<file path="config.mk">
export PLATFORM = sky130hd
export DESIGN_NAME = gba_i2s_tx
export DESIGN_NICKNAME = d
export VERILOG_FILES = /design/src/rtl/gba_audio_pkg.sv /design/src/rtl/audio_clk_div.sv /design/src/rtl/gba_i2s_tx.sv
export SDC_FILE = /design/constraint.sdc
export NUM_CORES = 1
export LEC_CHECK = 0
export CELL_PAD_IN_SITES_DETAIL_PLACEMENT = 0
export CELL_PAD_IN_SITES_GLOBAL_PLACEMENT = 2
export CORE_MARGIN = 2
export CORE_UTILIZATION = 38
export DETAILED_ROUTE_END_ITERATION = 12
export GPL_TIMING_DRIVEN = 0
export PLACE_DENSITY = 0.85
export RECOVER_POWER = 25
export SETUP_SLACK_MARGIN = 0.05
export SLEW_MARGIN = 20
export SYNTH_ARGS = -nofsm -noshare
export SYNTH_HDL_FRONTEND = slang
export SYNTH_SLANG_ARGS = --single-unit
</file>
<file path="constraint.sdc">
create_clock -name clk_100 -period 5.5 [get_ports clk_100]
set_clock_uncertainty 0.05 [all_clocks]
set_input_delay 1.1 -clock clk_100 [delete_from_list [all_inputs] [get_ports clk_100]]
set_output_delay 1.1 -clock clk_100 [all_outputs]
set_load 0.05 [all_outputs]
</file>
<file path="src/rtl/gba_audio_pkg.sv">
// Shared types and frame constants for the GBA audio path (mixer to I2S codec).
package gba_audio_pkg;

    localparam int unsigned I2S_SLOT_BITS    = 32;
    localparam int unsigned I2S_FRAME_BITS   = 64;
    localparam int unsigned I2S_SAMPLE_MAX_W = I2S_SLOT_BITS - 1;

    typedef enum logic {
        IDLE = 1'b0,
        RUN  = 1'b1
    } i2s_tx_state_t;

    // Samples are stored MSB-justified in the widest width a slot can carry.
    typedef struct packed {
        logic [I2S_SAMPLE_MAX_W-1:0] l;
        logic [I2S_SAMPLE_MAX_W-1:0] r;
    } stereo_sample_t;

endpackage

</file>
<file path="src/rtl/audio_clk_div.sv">
// Half-period counter: toggles `level` every HALF_DIV cycles; `clear` holds it at phase 0.
module audio_clk_div #(
    parameter int unsigned HALF_DIV = 4
) (
    input  logic clk_100,
    input  logic reset,
    input  logic clear,
    output logic tick_c,
    output logic level
);

    localparam int unsigned CNT_W = (HALF_DIV > 1) ? $clog2(HALF_DIV) : 1;
    localparam logic [CNT_W-1:0] CNT_MAX = CNT_W'(HALF_DIV - 1);

    logic [CNT_W-1:0] cnt;

    // Strobe on the last cycle of a half-period; the level flips on the following edge.
    assign tick_c = !clear && (cnt == CNT_MAX);

    always_ff @(posedge clk_100 or posedge reset) begin
        if (reset) begin
            cnt   <= '0;
            level <= 1'b0;
        end else if (clear) begin
            cnt   <= '0;
            level <= 1'b0;
        end else if (tick_c) begin
            cnt   <= '0;
            level <= !level;
        end else begin
            cnt <= cnt + CNT_W'(1);
        end
    end

endmodule

</file>
<file path="src/rtl/gba_i2s_tx.sv">
// Philips I2S master transmitter for the GBA mixer output; requests one stereo sample per frame.
// Build option GBA_I2S_TX_UNDERRUN_ZERO_EN: a stale frame load transmits silence instead of repeating.
module gba_i2s_tx
    import gba_audio_pkg::*;
#(
    parameter int unsigned MCLK_HALF_DIV = 4,
    parameter int unsigned BCLK_HALF_DIV = 16,
    parameter int unsigned SAMPLE_W      = 24
) (
    input  logic                clk_100,
    input  logic                reset,
    input  logic                enable,
    input  logic [SAMPLE_W-1:0] sample_l,
    input  logic [SAMPLE_W-1:0] sample_r,
    input  logic                sample_valid,
    output logic                new_sample,
    output logic                ac_mclk,
    output logic                ac_bclk,
    output logic                ac_lrclk,
    output logic                ac_sdata,
    output logic                underrun,
    output logic [15:0]         underrun_cnt
);

    localparam int unsigned BIT_CNT_W  = $clog2(I2S_FRAME_BITS);
    localparam int unsigned SLOT_IDX_W = $clog2(I2S_SLOT_BITS);
    localparam logic [BIT_CNT_W-1:0]  LAST_BIT = BIT_CNT_W'(I2S_FRAME_BITS - 1);
    localparam logic [SLOT_IDX_W-1:0] SLOT_TOP = SLOT_IDX_W'(I2S_SLOT_BITS - 1);

    i2s_tx_state_t          state;
    i2s_tx_state_t          state_n;
    logic                   load_c;
    logic                   stale_c;
    logic                   bclk_tick_c;
    logic                   bclk_fall_c;
    logic                   unused_mclk_tick_c;
    logic [BIT_CNT_W-1:0]   bit_cnt;
    logic [BIT_CNT_W-1:0]   next_bit;
    logic [I2S_SLOT_BITS-1:0] slot_word;
    logic                   sdata_n;
    logic                   fresh;
    stereo_sample_t         hold;
    stereo_sample_t         frame;

    function automatic logic [I2S_SAMPLE_MAX_W-1:0] justify(input logic [SAMPLE_W-1:0] s);
        return I2S_SAMPLE_MAX_W'(s) << (I2S_SAMPLE_MAX_W - SAMPLE_W);
    endfunction

    audio_clk_div #(.HALF_DIV(MCLK_HALF_DIV)) u_mclk_div (
        .clk_100 (clk_100),
        .reset   (reset),
        .clear   (1'b0),
        .tick_c  (unused_mclk_tick_c),
        .level   (ac_mclk)
    );

    // Bit clock is parked at phase 0 while idle so every frame starts with a full low half.
    audio_clk_div #(.HALF_DIV(BCLK_HALF_DIV)) u_bclk_div (
        .clk_100 (clk_100),
        .reset   (reset),
        .clear   (state == IDLE),
        .tick_c  (bclk_tick_c),
        .level   (ac_bclk)
    );

    assign bclk_fall_c = bclk_tick_c && ac_bclk;

    always_ff @(posedge clk_100 or posedge reset) begin
        if (reset) begin
            state <= IDLE;
        end else begin
            state <= state_n;
        end
    end

    // Next state and frame-load decision; enable is only honoured at frame boundaries.
    always_comb begin
        state_n = state;
        load_c  = 1'b0;
        stale_c = 1'b0;
        case (state)
            IDLE: begin
                if (enable) begin
                    state_n = RUN;
                    load_c  = 1'b1;
                end
            end
            RUN: begin
                if (bclk_fall_c && (bit_cnt == LAST_BIT)) begin
                    if (enable) begin
                        load_c  = 1'b1;
                        stale_c = !fresh;
                    end else begin
                        state_n = IDLE;
                    end
                end
            end
            default: state_n = IDLE;
        endcase
    end

    // Slot bit 0 is the I2S one-bit delay; the MSB-justified sample fills the slot after it.
    always_comb begin
        next_bit  = bit_cnt + BIT_CNT_W'(1);
        slot_word = {1'b0, next_bit[BIT_CNT_W-1] ? frame.r : frame.l};
        sdata_n   = slot_word[SLOT_TOP - next_bit[SLOT_IDX_W-1:0]];
    end

    // A capture coinciding with a load is kept for the next frame.
    always_ff @(posedge clk_100 or posedge reset) begin
        if (reset) begin
            hold  <= '0;
            fresh <= 1'b0;
        end else if (sample_valid) begin
            hold.l <= justify(sample_l);
            hold.r <= justify(sample_r);
            fresh  <= 1'b1;
        end else if (load_c) begin
            fresh <= 1'b0;
        end
    end

    always_ff @(posedge clk_100 or posedge reset) begin
        if (reset) begin
            frame <= '0;
        end else if (load_c) begin
`ifdef GBA_I2S_TX_UNDERRUN_ZERO_EN
            frame <= stale_c ? '0 : hold;
`else
            frame <= hold;
`endif
        end
    end

    always_ff @(posedge clk_100 or posedge reset) begin
        if (reset) begin
            bit_cnt      <= '0;
            ac_lrclk     <= 1'b0;
            ac_sdata     <= 1'b0;
            new_sample   <= 1'b0;
            underrun     <= 1'b0;
            underrun_cnt <= '0;
        end else begin
            new_sample <= load_c;
            underrun   <= stale_c;
            if (stale_c && (underrun_cnt != 16'hFFFF)) begin
                underrun_cnt <= underrun_cnt + 16'd1;
            end
            if (load_c || (state_n == IDLE)) begin
                bit_cnt  <= '0;
                ac_lrclk <= 1'b0;
                ac_sdata <= 1'b0;
            end else if (bclk_fall_c) begin
                bit_cnt  <= next_bit;
                ac_lrclk <= next_bit[BIT_CNT_W-1];
                ac_sdata <= sdata_n;
            end
        end
    end

endmodule

</file>
==> results.toml <==
[clock_tree]
worstSkewPairLatency_ps = 420
cts_buffers = 17
clk_pin_slew_ps = 50
cts_tree = "done"
ctsResizeCount = 0
cts_setup_buffers = 0
cts.sinks = 131
htree_levels = 4
cts-root-buf = "clkbuf_16"
clockBufferDepth = 2
hold_buffers = 0

[placed_design]
dpl_cell_area_mm2 = 0.00669
post-place-ws_ps = 2560
gp_congestion = 0.800
portBuffers = 72
dp_hpwl_um = 8070

[route]
viasPerCell = 5.02
ant_nets = 0
first_pass_iters = 4
wire_per_inst_um = 15.7
vias = 3588
drtIter0Drc = 148
wirelength_um = 11300
drc = 0

[synthesis]
synth.area.mux_share_pct = 21.8
yosys_warnings = 0
avgSynthCellArea_um2 = 13.4
syn_area_mm2 = 0.00570
yosys.area.top_type = "dfrtp_1"
synth.most_common_cell = "dfrtp_1"
ys_ff_latch = 131
synth_xor_xnor_area_share_pct = 3.53
syn-num-nets = 482
synth-async-reset-ratio_pct = 100
synth_ff_type = "dfrtp_1"
synth_seq_area_share_pct = 57.5
synth_top_family_by_area = "multiplexers"
synth_top_cell_area_share_pct = 57.5
synth_fa_ha_area_share_pct = 0.878
syn_inst = 426
ys_types = 55
ys_top_cells_by_count = "dfrtp_1 (131), mux2_2 (85), nand2_1 (24)"
synth-simple-area-share_pct = 9.11
synth_edf_count = 0
yosys-top-cells-area = "dfrtp_1 (58%), mux2_2 (17%), mux2_1 (2.8%), xnor2_1 (2.0%), nand3_1 (1.7%)"
synth_compound_area_share_pct = 5.25

[final_layout]
nFillCells = 1267
area_delta_synth_final_pct = 26.7
multiInputGateArea_mm2 = 0.00231
regArea_mm2 = 0.00328
final_layout_size_suffix_gt1_share_pct = 23.9
fin_area_mm2 = 0.00722
n_antenna_cell = 0
fin_nets = 574

[grt]
grt_start_max_net_pins = 92
antenna_found_initial = 0
grt_pass1_wl_um = 18700
globalRouteTotalUtil_pct = 15.1
first_global_vias = 3721
grt_overflow = 0

[job]
drv_cap = 1

[floorplanning]
die_area_mm2 = 0.0160
coreArea_mm2 = 0.0146
die_h_um = 126
start_util_pct = 39.1
pin_count = 74
fp-row-count = 44
die_width_um = 126

[critical_path]
r2r_setup_slack_ps = 2870
critPathMaxFanout = 5
startpoint_type = "register"
crit_family = "buffers and inverters"
end_kind = "output pin"
max_stage_delay_ps = 830
crit_arrival_ps = 1670
worstPathRequired_ps = 4350
worst-path-buf-inv = 1
crit_slowest_cell = "clkdlybuf4s50_1"
setup.worst_path.class = "reg -> out"
crit_path_cell_trace = "clkdlybuf4s50_1"

[timing]
timing.final.setup_violations = 0
tightest_slew_ps = 1820
slew_violations = 41
rsz0062_at_grt = "no"
fin_crit_ps = 2820
setup_ws_ps = 2680
fin_crit_sh_pct = 51.2
hold_viol_final = 0
slew_headroom_pct = -22.3
fmax_ghz = 0.355

[run_status]
violations = "max-capacitance violations, max-slew violations"
status = "complete, but fails checks"

[power]
powerDensity_mw_per_mm2 = 298
leakage_nw = 3.27
peakVddDrop_uv = 180

[hold_path]
hp-class = "reg -> reg"
## metrics by stage
stage | cells | setup TNS, ps | hold WS [ps] | power [mW] | utilization [%]
after floorplan | 426 | 0 | 353 | 1.08 | -
after detailed placement | 683 | 0 | 396 | 1.14 | 45.8
final | 715 | 0 | 401 | 2.15 | 49.5
after CTS | 715 | 0 | 402 | 2.19 | 49.6
after global routing | 715 | 0 | 428 | 2.24 | 49.5
after global placement | 682 | -116630 | 364 | 1.14 | 45.6
## area by class of cell
cell class | count | share of cell area, %
sequential | 131 | 45.4
multi-input combinational | 271 | 32.0
timing repair buffer | 73 | 10.4
clock buffer | 27 | 6.82
tap | 184 | 3.19
buffer | 19 | 1.23
clock inverter | 5 | 0.693
inverter | 5 | 0.277
## layer usage
layer,track usage [%],up-vias,routed length [um]
met3,5.06,14,512
met1,19.8,1809,5290
met2,23.1,69,5290
met5,0,-,0
met4,6.01,0,165
li1,-,1696,-
## placed cells by master, fill, tap and decap left out, drive strengths merged, types with 5 or more instances in the layout
cell type	netlist	layout
dfrtp	131	131
mux2	100	100
clkdlybuf4s50	0	71
clkbuf	5	34
nand2	25	25
nand3	19	19
xnor2	13	13
nor2	13	13
buf	14	13
o21ai	11	11
xor2	10	10
and2	9	9
mux2i	7	7
nor3b	6	6
and3	5	5
## sequential cells by signal, summed over array words and instances, names as in the netlist
| register | count |
|---|---|
| hold | 48 |
| ac_lrclk | 1 |
| state | 1 |
| ac_sdata | 1 |
| u_bclk_div.cnt | 4 |
| u_bclk_div.level | 1 |
| underrun_cnt | 16 |
| fresh | 1 |
| bit_cnt | 5 |
| underrun | 1 |
| new_sample | 1 |
| u_mclk_div.cnt | 2 |
| u_mclk_div.level | 1 |
| frame | 48 |
## path summary, 6_finish.rpt
path | startpoint | to | depth (start not counted)
setup / recovery | underrun_cnt[12] | underrun_cnt[12] | 1
hold / removal | u_mclk_div.cnt[0] | u_mclk_div.cnt[0] | 1
setup reg to reg | bit_cnt[1] | ac_sdata | 9
hold reg to reg | u_mclk_div.cnt[0] | u_mclk_div.cnt[0] | 1
max in group asynchronous | reset | frame[53] | 3
min in group asynchronous | reset | u_bclk_div.level | 2
## logic make-up after synthesis
logic type,Yosys count
compound gates,40
simple gates,95
mux,109
xor+xnor,23
flops,131
buf+inv,24
fa+ha+maj,4
## power breakdown
group	switching [mW]	internal (mW)	total, mW	leakage, nW
Sequential	0.0189	1.00	1.02	1.69
Combinational	0.0385	0.0650	0.103	1.31
Clock	0.376	0.653	1.03	0.269
Total	0.434	1.72	2.15	3.27
Power figures use the tool's default switching activity.
